File: config.mk
export PLATFORM = sky130hd
export DESIGN_NAME = fifo_serial_tx_flat
export DESIGN_NICKNAME = d
export VERILOG_FILES = /design/src/rtl/fifo_serial_tx_if.sv /design/src/rtl/fifo_serial_tx.sv /design/src/flat_wrapper.sv
export SDC_FILE = /design/constraint.sdc
export NUM_CORES = 1
export LEC_CHECK = 0
export ABC_CLOCK_PERIOD_IN_PS = 2500
export BUFFER_PORTS_ARGS = -buffer_cell sky130_fd_sc_hd__buf_2
export CAP_MARGIN = 20
export CELL_PAD_IN_SITES_DETAIL_PLACEMENT = 1
export CELL_PAD_IN_SITES_GLOBAL_PLACEMENT = 1
export CORE_UTILIZATION = 43
export DETAILED_ROUTE_END_ITERATION = 8
export PLACE_DENSITY_LB_ADDON = 0.1
export SYNTH_ARGS = -nofsm -noshare
export SYNTH_HDL_FRONTEND = slang
export SYNTH_SLANG_ARGS = --single-unit
File: constraint.sdc
create_clock -name clock -period 2.5 [get_ports clock]
set_input_delay 0 -clock clock [delete_from_list [all_inputs] [get_ports clock]]
set_output_delay 0 -clock clock [all_outputs]
set_load 0.05 [all_outputs]
File: src/rtl/fifo_serial_tx_if.sv
// FIFO read-port bundle between a show-ahead FIFO and its drain-side consumer.
//   fifo_empty : FIFO empty flag (driven by the FIFO)
//   fifo_data  : FIFO head word, valid while fifo_empty=0 (driven by the FIFO)
//   fifo_read  : one-cycle pop strobe (driven by the consumer)
// master = FIFO side, slave = consumer side.
interface fifo_serial_tx_if #(
  parameter int DATA_W = 16
);
  logic              fifo_empty;
  logic [DATA_W-1:0] fifo_data;
  logic              fifo_read;

  modport master (
    output fifo_empty,
    output fifo_data,
    input  fifo_read
  );

  modport slave (
    input  fifo_empty,
    input  fifo_data,
    output fifo_read
  );
endinterface

File: src/rtl/fifo_serial_tx.sv
// Drain-side serial transmitter for a show-ahead FIFO. When enabled and the
// FIFO is non-empty it pops one word and sends it LSB-first as a frame:
// start bit (0), DATA_W data bits, optional even parity, stop bit (1).
// Ports:
//   clock       : rising-edge clock
//   reset       : synchronous, active-high
//   enable      : permits starting a new frame (sampled only in IDLE)
//   fifo        : FIFO read port (fifo_empty, fifo_data in; fifo_read out)
//   tx          : serial line, idle-high
//   busy        : high while a frame is in progress
//   frame_done  : one-cycle pulse in the first IDLE cycle after a stop bit
//   frame_count : completed-frame counter, wraps 255->0
// All outputs are registered.
module fifo_serial_tx #(
  parameter int DATA_W       = 16,
  parameter int CLKS_PER_BIT = 4,
  parameter int PARITY_EN    = 1
) (
  input  logic                    clock,
  input  logic                    reset,
  input  logic                    enable,
  fifo_serial_tx_if.slave         fifo,
  output logic                    tx,
  output logic                    busy,
  output logic                    frame_done,
  output logic [7:0]              frame_count
);

  localparam int         CNT_W     = (DATA_W > 1) ? $clog2(DATA_W) : 1;
  localparam logic [7:0] BAUD_LAST = 8'(CLKS_PER_BIT - 1);
  localparam logic [CNT_W-1:0] BIT_LAST = CNT_W'(DATA_W - 1);

  typedef enum logic [2:0] {
    IDLE,
    START,
    DATA,
    PARITY,
    STOP
  } state_t;

  state_t              state_q, state_d;
  logic [DATA_W-1:0]   shift_q, shift_d;
  logic [CNT_W-1:0]    bit_q, bit_d;
  logic [7:0]          baud_q, baud_d;
  logic                par_q, par_d;
  logic                tx_q, tx_d;
  logic                busy_q, busy_d;
  logic                read_q, read_d;
  logic                done_q, done_d;
  logic [7:0]          count_q, count_d;
  logic                baud_last;

  always_ff @(posedge clock) begin
    if (reset) begin
      state_q <= IDLE;
      shift_q <= '0;
      bit_q   <= '0;
      baud_q  <= '0;
      par_q   <= 1'b0;
      tx_q    <= 1'b1;
      busy_q  <= 1'b0;
      read_q  <= 1'b0;
      done_q  <= 1'b0;
      count_q <= '0;
    end else begin
      state_q <= state_d;
      shift_q <= shift_d;
      bit_q   <= bit_d;
      baud_q  <= baud_d;
      par_q   <= par_d;
      tx_q    <= tx_d;
      busy_q  <= busy_d;
      read_q  <= read_d;
      done_q  <= done_d;
      count_q <= count_d;
    end
  end

  always_comb begin
    state_d   = state_q;
    shift_d   = shift_q;
    bit_d     = bit_q;
    baud_d    = baud_q;
    par_d     = par_q;
    tx_d      = tx_q;
    busy_d    = busy_q;
    read_d    = 1'b0;
    done_d    = 1'b0;
    count_d   = count_q;
    baud_last = (baud_q == BAUD_LAST);

    case (state_q)
      IDLE: begin
        tx_d   = 1'b1;
        busy_d = 1'b0;
        if (enable && !fifo.fifo_empty) begin
          shift_d = fifo.fifo_data;
          // Parity is taken from the captured word so later FIFO head
          // changes cannot affect the frame in flight.
          par_d   = ^fifo.fifo_data;
          read_d  = 1'b1;
          tx_d    = 1'b0;
          busy_d  = 1'b1;
          baud_d  = '0;
          bit_d   = '0;
          state_d = START;
        end
      end

      START: begin
        if (baud_last) begin
          baud_d  = '0;
          tx_d    = shift_q[0];
          state_d = DATA;
        end else begin
          baud_d = baud_q + 8'd1;
        end
      end

      DATA: begin
        if (baud_last) begin
          baud_d = '0;
          if (bit_q == BIT_LAST) begin
            if (PARITY_EN != 0) begin
              tx_d    = par_q;
              state_d = PARITY;
            end else begin
              tx_d    = 1'b1;
              state_d = STOP;
            end
          end else begin
            // Line always shows shift_q[0]; shifting first exposes the next bit.
            shift_d = shift_q >> 1;
            tx_d    = shift_d[0];
            bit_d   = bit_q + CNT_W'(1);
          end
        end else begin
          baud_d = baud_q + 8'd1;
        end
      end

      PARITY: begin
        if (baud_last) begin
          baud_d  = '0;
          tx_d    = 1'b1;
          state_d = STOP;
        end else begin
          baud_d = baud_q + 8'd1;
        end
      end

      STOP: begin
        if (baud_last) begin
          baud_d  = '0;
          busy_d  = 1'b0;
          done_d  = 1'b1;
          count_d = count_q + 8'd1;
          state_d = IDLE;
        end else begin
          baud_d = baud_q + 8'd1;
        end
      end

      default: begin
        tx_d    = 1'b1;
        busy_d  = 1'b0;
        state_d = IDLE;
      end
    endcase
  end

  assign tx             = tx_q;
  assign busy           = busy_q;
  assign frame_done     = done_q;
  assign frame_count    = count_q;
  assign fifo.fifo_read = read_q;

endmodule

File: src/flat_wrapper.sv
// flat-port wrapper written by rule: the top's interface ports become plain ports
module fifo_serial_tx_flat 
#(
  parameter int DATA_W       = 16,
  parameter int CLKS_PER_BIT = 4,
  parameter int PARITY_EN    = 1
)
  (clock, reset, enable, tx, busy, frame_done, frame_count, fifo_fifo_empty, fifo_fifo_data, fifo_fifo_read);
  fifo_serial_tx_if #(.DATA_W(DATA_W)) fifo_i ();
  input  logic clock;
  input  logic reset;
  input  logic enable;
  output logic tx;
  output logic busy;
  output logic frame_done;
  output logic [7:0] frame_count;
  input wire logic [$bits(fifo_i.fifo_empty)-1:0] fifo_fifo_empty;
  input wire logic [$bits(fifo_i.fifo_data)-1:0] fifo_fifo_data;
  output wire logic [$bits(fifo_i.fifo_read)-1:0] fifo_fifo_read;
  assign fifo_i.fifo_empty = fifo_fifo_empty;
  assign fifo_i.fifo_data = fifo_fifo_data;
  assign fifo_fifo_read = fifo_i.fifo_read;
  fifo_serial_tx #(.DATA_W(DATA_W), .CLKS_PER_BIT(CLKS_PER_BIT), .PARITY_EN(PARITY_EN)) u_core (.clock(clock), .reset(reset), .enable(enable), .fifo(fifo_i), .tx(tx), .busy(busy), .frame_done(frame_done), .frame_count(frame_count));
endmodule
==> results of run 1 <==
==> registers in the layout, indices dropped and copies added, names as in the netlist <==
register and count:
u_core.frame_done 1, u_core.shift_q 16, u_core.bit_q 4, u_core.state_q 3
u_core.par_q 1, u_core.busy 1, u_core.tx 1, u_core.frame_count 8
u_core.baud_q 8, u_core.fifo.fifo_read 1
==> synthesized netlist by cell type (4+ instances only) <==
master,n
a211oi_1,16
a21oi_1,6
buf_2,5
clkbuf_1,6
dfxtp_1,44
mux2i_1,18
nand2_1,9
nand3_1,9
nand4_1,4
nor2_1,45
nor3_1,9
o21ai_0,6
xnor2_1,22
xor2_1,9
==> cells by family after synthesis <==
group	synth area share (%)
AOI/OAI and AO/OA	12.0
adders and majority gates	1.73
buffers and inverters	3.22
and+or+nand+nor	21.8
DFF	40.5
muxes	8.29
xor gates and xnor gates	12.5
==> worst max-delay path, delay by kind of cell (launching register included) <==
family           cells  cell delay, ps
AND/OR/NAND/NOR      4            1140
flip-flops           1             610
XOR/XNOR             1             160
==> placed cells by master (no fill, tap or decap), drive strengths merged <==
| master | count |
|---|---|
| or4b | 1 |
| nor3 | 10 |
| xnor2 | 22 |
| o21ai | 6 |
| inv | 2 |
| or3b | 1 |
| and3 | 1 |
| and2 | 2 |
| a221oi | 1 |
| o211a | 1 |
| nor2 | 45 |
| nor4 | 2 |
| ha | 3 |
| dfxtp | 44 |
| nor3b | 1 |
| o21bai | 1 |
| nand4 | 4 |
| a22oi | 2 |
| nand2 | 9 |
| buf | 36 |
| a21boi | 1 |
| a21oi | 6 |
| a32oi | 1 |
| clkbuf | 6 |
| a31oi | 1 |
| xor2 | 9 |
| nand3b | 3 |
| clkinv | 2 |
| nor4b | 1 |
| a211oi | 16 |
| mux2i | 18 |
| o41ai | 1 |
| nand3 | 9 |
| nand2b | 1 |
| or3 | 1 |
| nor2b | 3 |
==> final cells by class <==
cell class | count | area, um^2
Inverter | 2 | 7.51
Multi-Input combinational cell | 183 | 1230
Fill cell | 590 | 2300
Clock inverter | 2 | 10.0
Tap cell | 67 | 83.8
Sequential cell | 44 | 881
Clock buffer | 6 | 82.6
Timing Repair Buffer | 36 | 193
==> worst max-delay path by stage <==
stage | endpoint | slack (ps) | startpoint
2_1_floorplan | u_core.frame_count[5] | 700 | u_core.baud_q[0]
3_3_place_gp | u_core.frame_count[7] | 550 | u_core.state_q[2]
3_5_place_dp | u_core.frame_count[7] | 470 | u_core.state_q[2]
4_1_cts | u_core.frame_count[7] | 430 | u_core.state_q[2]
5_1_grt | u_core.frame_count[7] | 280 | u_core.state_q[2]
6_report | u_core.frame_count[7] | 480 | u_core.state_q[2]
==> routing by layer <==
| metal | track usage (%) | up-vias | share of wire (%) |
|---|---|---|---|
| li1 | - | 904 | - |
| met3 | 4.56 | 7 | 2.6 |
| met4 | 7.84 | 0 | 1.7 |
| met1 | 22.8 | 847 | 46 |
| met5 | 0 | - | 0 |
| met2 | 35.4 | 23 | 50 |
==> through the flow <==
| step | hold slack, ps | total power [W] | setup WS [ps] | cells | utilization, % |
|---|---|---|---|---|---|
| after floorplan | 161 | 0.000931 | 703 | 242 | - |
| after global placement | 319 | 0.000990 | 549 | 332 | 50.0 |
| after detailed placement | 328 | 0.000995 | 466 | 332 | 50.0 |
| after CTS | 6.32 | 0.00147 | 432 | 340 | 51.9 |
| after global routing | 33.9 | 0.00152 | 285 | 340 | 51.9 |
| final | 11.4 | 0.00144 | 477 | 340 | 51.9 |
==> where the power goes <==
group | internal [W] | switching (W)
sequential | 0.000733 | 0.0000250
combinational | 0.0000971 | 0.000121
clock | 0.000221 | 0.000245
total | 0.00105 | 0.000391
==> results_dict.tcl, run 1 <==
set metrics [dict create \
    status "finished, final reports clean" \
    setup.worst_path.end_class "flip-flop" \
    worstHoldPathType "in2reg" \
    drt-vias-per-instance 5.24 \
    rows 25 \
    place.gp.congestion 0.733 \
    synth_sequential_area_ratio_pct 40.5 \
    ys_ff_latch 44 \
    antenna-diode-count 0 \
    grt_pass1_wl_mm 8.11 \
    grt_setup_unrepaired "no" \
    first_global_vias 1809 \
    timing.reg2reg.worst_path_depth 5 \
    dpl-instance-area_mm2 0.00239 \
    grt_max_degree 22 \
    clk_transition_reported_paths_ps 80 \
    groute.usage.overall_pct 19.9 \
    tightestPinTransition_ps 721 \
    hold-path-cell-count 3 \
    period_minus_slack_ps 2020 \
    initial_utilization_pct 45.4 \
    period_share_pct 80.9 \
    cts_made_buffers 5 \
    tritoncts "yes" \
    hold_start "fifo_fifo_data[15]" \
    die_width_um 73.1 \
    fin_area_mm2 0.00249 \
    synth.cell_area_mm2 0.00217 \
    ctsRootBufferMaster "clkbuf_8" \
    setup.reg_to_reg.worst_slack_ps 480 \
    fin_tns_setup_ps 0 \
    nets 295 \
    grt_antenna_before_repair 0 \
    leakage_nw 0.907 \
    setup_viol 0 \
    reg2reg_from "u_core.state_q[2]" \
    via_count 1781 \
    clock_skew_ps 7.51 \
    syn-mean-instance-area_um2 8.99 \
    reg2reg_to "u_core.frame_count[7]" \
    syn_nets 265 \
    power_density_mw_per_mm2 580 \
    die_y_um 73.1 \
    postCtsSetupBuffers 0 \
    worstPathArrival_ps 2210 \
    vdd_drop_max_v 0.000245 \
    yosysUniqueCellTypes 39 \
    critical_path.startpoint_type "flip-flop" \
    post_detailed_route_count_of_antenna_violating_nets 0 \
    detailedRoute.firstIterationViolations 38 \
    synth_ff_type "dfxtp_1" \
    worstPathMaxFanout 13 \
    synth_edf_count 0 \
    design.core.area_mm2 0.00479 \
    drt_first_pass_iters 4 \
    dpl.hpwl_mm 3.51 \
    layout-drive-gt1-share_pct 18.7 \
    cts.htree.levels 2 \
    worst_path_largest_cell_delay_ps 610 \
    crit_type "reg2reg" \
    critical_path_top_delay_cell "dfxtp_1" \
    cts_max_path_buffers 2 \
    die_area_mm2 0.00535 \
    min_delay_worst_endpoint "u_core.shift_q[15]" \
    cap_violations 0 \
    tritoncts_num_sinks 44 \
    cts_repair_resize_count 0 \
    asr_flop_ratio_synth_pct 0 \
    timing.critical_path.cells "or3b_2 > nor4_4 > nand3_1 > xor2_1 > nor2_1" \
    timing_max_transition_violations_final 0 \
    critPathRequiredTime_ps 2680 \
    design.portCount 32 \
    yosys-top-cells-area "dfxtp_1, xnor2_1, mux2i_1" \
    route.detailed.drc 0 \
    clk-insertion-delay-late_ps 300 \
    wl_per_cell_um 13.6 \
    synthDominantAreaCellType "dfxtp_1" \
    synth_top_area_share_pct 40.5 \
    detail_route.wirelength_mm 4.63 \
    io_buffer_count 31 \
    flow.area_growth_from_synthesis_pct 14.3 \
    number_of_cells_produced_by_synthesis 242 \
    synthesis.yosys.warnings 0 \
    peak_freq_mhz 494 \
    timing_hold_violations_final 0 \
    cts_hold_buf 0 \
    globalRouteOverflowTotal 0 \
    timing.max_slew.rel_slack_pct 51.5 \
]
(Power assumes the default switching activity.)
==> inputs of run 2 (changes only) <==
--- a/config.mk
+++ b/config.mk
@@ -5,7 +5,7 @@
 export SDC_FILE = /design/constraint.sdc
 export NUM_CORES = 1
 export LEC_CHECK = 0
-export ABC_CLOCK_PERIOD_IN_PS = 2500
+export ABC_CLOCK_PERIOD_IN_PS = 1900
 export BUFFER_PORTS_ARGS = -buffer_cell sky130_fd_sc_hd__buf_2
 export CAP_MARGIN = 20
 export CELL_PAD_IN_SITES_DETAIL_PLACEMENT = 1
==> constraint.sdc (replaced) <==
create_clock -name clock -period 1.9 [get_ports clock]
set_input_delay 0 -clock clock [delete_from_list [all_inputs] [get_ports clock]]
set_output_delay 0 -clock clock [all_outputs]
set_load 0.05 [all_outputs]
==> run 2 against run 1 <==
Core utilization increased by 2.8 points. Global-route usage increased by 0.23 points. Clock power increased by 13%. Via count increased by 1.5%. Largest power group unchanged. Fmax increased by 14%.
==> results_dict.tcl, run 2 (synthesis gave the netlist of run 1 again) <==
set metrics [dict create \
    layout-drive-gt1-share_pct 23.6 \
    timing.critical_path.cells "ha_2 > or4b_4 > nor3_4 > nand4_1 > xor2_1 > nor2_1" \
    detailedRoute.firstIterationViolations 46 \
    layout.core_utilization_pct 54.7 \
    dr_wl_met3_um 112 \
    max_flop_register "u_core.shift_q" \
    power_switching_share_pct 26.8 \
    die_area_mm2 0.00535 \
    cts.htree.levels 2 \
    most_frequent_cells_in_the_layout "nor2_1, dfxtp_1, buf_2" \
    reg2reg_to "u_core.frame_count[3]" \
    period_share_pct 93.6 \
    die_width_um 73.1 \
    fraction_of_power_consumed_by_combinational_cells_pct 18.1 \
    setup.reg_to_reg.worst_slack_ps 120 \
    largest_register_ff_count 16 \
    first_global_vias 1800 \
    critical_path_top_delay_cell "or4b_4" \
    hold-path-cell-count 3 \
    flow.area_growth_from_synthesis_pct 20.4 \
    max_layer_used "met4" \
    cts_max_path_buffers 2 \
    worstHoldPathType "in2reg" \
    cell_internal_pwr_w 0.00136 \
    vdd_drop_max_v 0.000433 \
    io_buffer_count 31 \
    crit_family "simple AND/OR/NAND/NOR gates" \
    die_y_um 73.1 \
    tightestPinTransition_ps 391 \
    clkPwrFrac_pct 28.4 \
    period_minus_slack_ps 1780 \
    design.core.area_mm2 0.00479 \
    power_density_mw_per_mm2 708 \
    netSwitchingPower_w 0.000496 \
    drt-vias-per-instance 5.15 \
    crit_type "reg2reg" \
    critPathRequiredTime_ps 2070 \
    cts_made_buffers 5 \
    post-route-worst-setup-slack_ps 122 \
    reg2reg_from "u_core.baud_q[1]" \
    rows 25 \
    design.portCount 32 \
    min_delay_worst_endpoint "u_core.shift_q[15]" \
    setup.worst_path.end_class "flip-flop" \
    leakage_nw 0.973 \
    tritoncts_num_sinks 44 \
    grt_antenna_before_repair 0 \
    detail_route.wirelength_mm 5.02 \
    final_common_cell "nor2_1" \
    ctsRootBufferMaster "clkbuf_8" \
    peak_freq_mhz 563 \
    grt_pass1_wl_mm 8.06 \
    status "finished, final reports clean" \
    clk-insertion-delay-late_ps 290 \
    timing.max_slew.rel_slack_pct 73.9 \
    dpl.hpwl_mm 3.58 \
    wl_per_cell_um 14.3 \
    nets 309 \
    sequentialPowerShare_pct 53.4 \
    clock_skew_ps 3.15 \
    setup_viol 0 \
    timing_max_transition_violations_final 0 \
    clk_transition_reported_paths_ps 80 \
    cp_num_buf_inv 0 \
    cap_violations 0 \
    power_w 0.00185 \
    grt_max_degree 33 \
    hold_start "fifo_fifo_data[15]" \
    globalRouteOverflowTotal 0 \
    timing_hold_violations_final 0 \
    tritoncts "yes" \
    place.gp.congestion 0.762 \
    initial_utilization_pct 45.4 \
    groute.usage.overall_pct 20.1 \
    worstPathMaxFanout 5 \
    met1_length_mm 2.21 \
    critical_path.startpoint_type "flip-flop" \
    route.detailed.drc 0 \
    via_count 1808 \
    worstPathArrival_ps 1950 \
    final.fill_count 585 \
    timing.reg2reg.worst_path_depth 6 \
    detailedPlace.worstSlack_ps 1.44 \
    worst_path_largest_cell_delay_ps 510 \
    detailroute.wirelength.met2_mm 2.62 \
    cts_hold_buf 0 \
    antenna-diode-count 0 \
    post_detailed_route_count_of_antenna_violating_nets 0 \
    drt_first_pass_iters 4 \
]
-- run 2: layout make-up --
| class | instances | area [um^2] | area share (%) |
|---|---|---|---|
| clock buffer | 5 | 68.8 | 2.63 |
| inverter | 2 | 7.51 | 0.287 |
| multi-input combinational | 183 | 1250 | 47.7 |
| sequential | 44 | 881 | 33.6 |
| tap | 67 | 83.8 | 3.20 |
| timing repair buffer | 50 | 328 | 12.5 |
-- run 2: per-layer routing --
| metal | global-route usage (%) | up-vias |
|---|---|---|
| met4 | 8.50 | 0 |
| li1 | - | 929 |
| met2 | 36.1 | 24 |
| met5 | 0 | - |
| met1 | 22.9 | 848 |
| met3 | 4.14 | 7 |
-- run 2: worst max-delay path by stage --
| stage | from | endpoint | slack, ps | cells past startpoint |
|---|---|---|---|---|
| final | u_core.baud_q[1] | u_core.frame_count[3] | 120 | 6 |
| after global routing | u_core.baud_q[0] | u_core.frame_count[4] | -5 | 6 |
| after CTS | u_core.baud_q[1] | u_core.shift_q[13] | 50 | 8 |
| after detailed placement | u_core.baud_q[1] | u_core.shift_q[13] | 1 | 8 |
| after global placement | u_core.baud_q[0] | u_core.frame_count[7] | 100 | 6 |
| after floorplan | u_core.baud_q[0] | u_core.frame_count[5] | 100 | 6 |
-- run 2: power groups by stage --
stage               Sequential (W)  Clock [W]  Combinational, W
CTS                       0.000991   0.000549          0.000326
global placement           0.00101          0          0.000316
detailed placement         0.00101          0          0.000324
global route              0.000996   0.000589          0.000372
floorplan                  0.00102          0          0.000203
finish                    0.000990   0.000527          0.000336
-- run 2: per-stage QoR --
| step | hold slack, ps | area, um^2 | TNS [ps] | cells |
|---|---|---|---|---|
| after floorplan | 161 | 2170 | 0 | 242 |
| after CTS | 19.3 | 2560 | 0 | 348 |
| after global placement | 314 | 2490 | 0 | 343 |
| final | 20.7 | 2620 | 0 | 351 |
| after global routing | 34.8 | 2620 | -9.84 | 351 |
| after detailed placement | 318 | 2490 | 0 | 343 |
-- run 2: timing repair --
item,in CTS,in global routing
endpoints found under the setup margin,1,11
buffers inserted,0,2
resized for setup,1,4
gates cloned,0,1
pin swaps,1,2
-- run 2: worst register-to-register path: cells and delay by family (launching register included) --
family        cells  cell delay [ps]
fa+ha+maj         1              190
xor+xnor          1              160
simple gates      4              980
flops             1              340
==> inputs of run 3 (changes only) <==
--- a/config.mk
+++ b/config.mk
@@ -5,12 +5,13 @@
 export SDC_FILE = /design/constraint.sdc
 export NUM_CORES = 1
 export LEC_CHECK = 0
+export ABC_AREA = 1
 export ABC_CLOCK_PERIOD_IN_PS = 1900
 export BUFFER_PORTS_ARGS = -buffer_cell sky130_fd_sc_hd__buf_2
 export CAP_MARGIN = 20
 export CELL_PAD_IN_SITES_DETAIL_PLACEMENT = 1
 export CELL_PAD_IN_SITES_GLOBAL_PLACEMENT = 1
-export CORE_UTILIZATION = 43
+export CORE_UTILIZATION = 40
 export DETAILED_ROUTE_END_ITERATION = 8
 export PLACE_DENSITY_LB_ADDON = 0.1
 export SYNTH_ARGS = -nofsm -noshare
==> run 3 against run 2 <==
Synthesized area increased by 17%. Fmax increased by 4.5%. Worst setup slack improved by 77 ps. Sequential share of layout area decreased by 2.8 points. Clock power increased by 18%. Critical path type unchanged. Highest routed layer unchanged.
==> results_dict.tcl, run 3 <==
set metrics [dict create \
    leakage_nw 1.34 \
    tightestPinTransition_ps 494 \
    globalRouteOverflowTotal 0 \
    reg2reg_to "u_core.frame_count[3]" \
    clk_transition_reported_paths_ps 90 \
    asr_flop_ratio_synth_pct 0 \
    worstPathMaxFanout 10 \
    yosys-top-cells-count "nand2_1, inv_1, dfxtp_1, nor2_1" \
    peak_freq_mhz 588 \
    first_global_vias 2499 \
    launching_element_of_the_worst_setup_path "u_core.baud_q[0]" \
    hold_start "reset" \
    number_of_cells_produced_by_synthesis 394 \
    route.detailed.drc 0 \
    syn-mean-instance-area_um2 6.45 \
    drt_first_pass_iters 4 \
    io_buffer_count 31 \
    antenna-diode-count 0 \
    synth_ff_type "dfxtp_1" \
    grt_setup_unrepaired "no" \
    die_y_um 81.7 \
    grt_max_degree 29 \
    timing_max_transition_violations_final 0 \
    ctsRootBufferMaster "clkbuf_8" \
    timing_hold_violations_final 0 \
    cts_max_path_buffers 2 \
    worstHoldPathType "in2reg" \
    place.gp.congestion 0.780 \
    power_density_mw_per_mm2 981 \
    cap_violations 0 \
    crit_type "reg2reg" \
    setup_viol 0 \
    period_share_pct 89.5 \
    largest_register_ff_count 16 \
    clk-insertion-delay-late_ps 300 \
    die_area_mm2 0.00667 \
    fin_tns_setup_ps 0 \
    timing.max_slew.rel_slack_pct 67.0 \
    setup.reg_to_reg.worst_slack_ps 200 \
    dpl.hpwl_mm 4.64 \
    most_frequent_cells_in_the_layout "nand2_1, inv_1, nor2_1, dfxtp_1, buf_2" \
    detail_route.wirelength_mm 6.15 \
    setup.worst_path.end_class "flip-flop" \
    synthDominantAreaCellType "dfxtp_1" \
    synth.cell_area_mm2 0.00254 \
    tritoncts "yes" \
    layout-drive-gt1-share_pct 16.0 \
    min_delay_worst_endpoint "u_core.frame_count[5]" \
    wl_per_cell_um 12.3 \
    synth_sequential_area_ratio_pct 34.7 \
    cts_hold_buf 0 \
    final_common_cell "nand2_1" \
    timing.reg2reg.worst_path_depth 8 \
    hold-path-cell-count 2 \
    synth_edf_count 0 \
    post_detailed_route_count_of_antenna_violating_nets 0 \
    synth_top_area_share_pct 34.7 \
    grt_antenna_before_repair 0 \
    groute.usage.overall_pct 20.6 \
    yosysUniqueCellTypes 33 \
    via_count 2478 \
    critPathRequiredTime_ps 2100 \
    flow.area_growth_from_synthesis_pct 12.3 \
    vdd_drop_max_v 0.000447 \
    layout.core_utilization_pct 47.3 \
    drt-vias-per-instance 4.95 \
    dp.cells 492 \
    yosys-top-cells-area "dfxtp_1, nand2_1, inv_1" \
    stdcell_count 501 \
    ys_ff_latch 44 \
    tritoncts_num_sinks 44 \
    syn_nets 417 \
    initial_utilization_pct 42.2 \
    worstPathArrival_ps 1900 \
    synthesis.yosys.warnings 0 \
    reg2reg_from "u_core.baud_q[0]" \
    design.portCount 32 \
    design.core.area_mm2 0.00603 \
    detailedRoute.firstIterationViolations 62 \
    synth.most_common_cell "nand2_1" \
    die_width_um 81.7 \
    rows 28 \
    postCtsSetupBuffers 0 \
    grt_pass1_wl_mm 10.6 \
    critical_path.startpoint_type "flip-flop" \
    max_flop_register "u_core.shift_q" \
    period_minus_slack_ps 1700 \
    nets 448 \
    status "finished, final reports clean" \
    cts_made_buffers 5 \
    cts.htree.levels 2 \
    clock_skew_ps 10.7 \
]
[run 3: changes by cell type in the layout (fill, tap and decap cells not counted), moves of 7 or more]
cell / change
a211oi_1: -13
a21oi_1: +21
buf_4: -15
inv_1: +52
inv_2: +7
mux2i_1: -18
nand2_1: +96
nand3_1: +7
o21ai_0: +21
o21ai_1: +16
xnor2_1: -15
xor2_1: -7
[run 3: stage by stage]
step                      setup WS (ps)  total power (W)  hold WS [ps]  instance area (um^2)
after floorplan                     439          0.00196          95.4                  2540
after global placement             71.8          0.00215           330                  2740
after detailed placement          -10.5          0.00219           337                  2740
after CTS                          73.3          0.00283          14.7                  2850
after global routing               57.1          0.00301          40.0                  2850
final                               199          0.00280          21.5                  2850
[run 3: metal layers]
layer,vias up,part of all wire [%],global-route usage [%]
li1,1296,-,-
met1,1141,49,24.7
met2,33,47,36.5
met3,8,2.5,3.00
met4,0,1.5,8.25
met5,-,0,0
[run 3: logic make-up (layout without fill, tap and decap cells)]
group	Yosys count	in the layout	share of synthesized area, %
AND/OR/NAND/NOR	186	186	31.8
AO/OA/AOI/OAI	80	81	17.3
buffers and inverters	72	103	11.7
flip-flops	44	44	34.7
XOR/XNOR	9	9	3.10
adder cells (fa/ha/maj)	3	3	1.48
[run 3: where the power goes]
group / switching, W / internal, W
combinational: 0.000732 / 0.000317
clock: 0.000325 / 0.000296
sequential: 0.0000709 / 0.00106
[run 3: critical path: stages (launching register included)]
cell and delay (ps):
dfxtp_1 400, ha_1 220, nand3_1 130, nor2_4 310
nand2_4 140, inv_2 120, nand2_1 70, o21ai_0 160
a21oi_1 50
[run 3: worst max-delay path by stage]
stage,endpoint,slack [ps],cells after the start
after floorplan,u_core.frame_count[6],440,5
after global placement,u_core.shift_q[0],70,6
after detailed placement,u_core.shift_q[0],-10,6
after CTS,u_core.shift_q[10],70,5
after global routing,u_core.bit_q[3],60,8
final,u_core.frame_count[3],200,8
[run 3: repair_timing]
item	in CTS	in global routing
pin swaps	1	0
setup endpoints to repair	1	12
gates cloned	1	0
gates resized for setup	0	1
[run 3: cell type report]
class | instances | area [um^2]
clock buffers | 7 | 86.3
clock inverters | 1 | 7.51
fillers | 845 | 3170
inverters | 62 | 235
multi-input cells | 279 | 1380
flip-flops and latches | 44 | 881
well taps | 75 | 93.8
repair buffers | 33 | 170
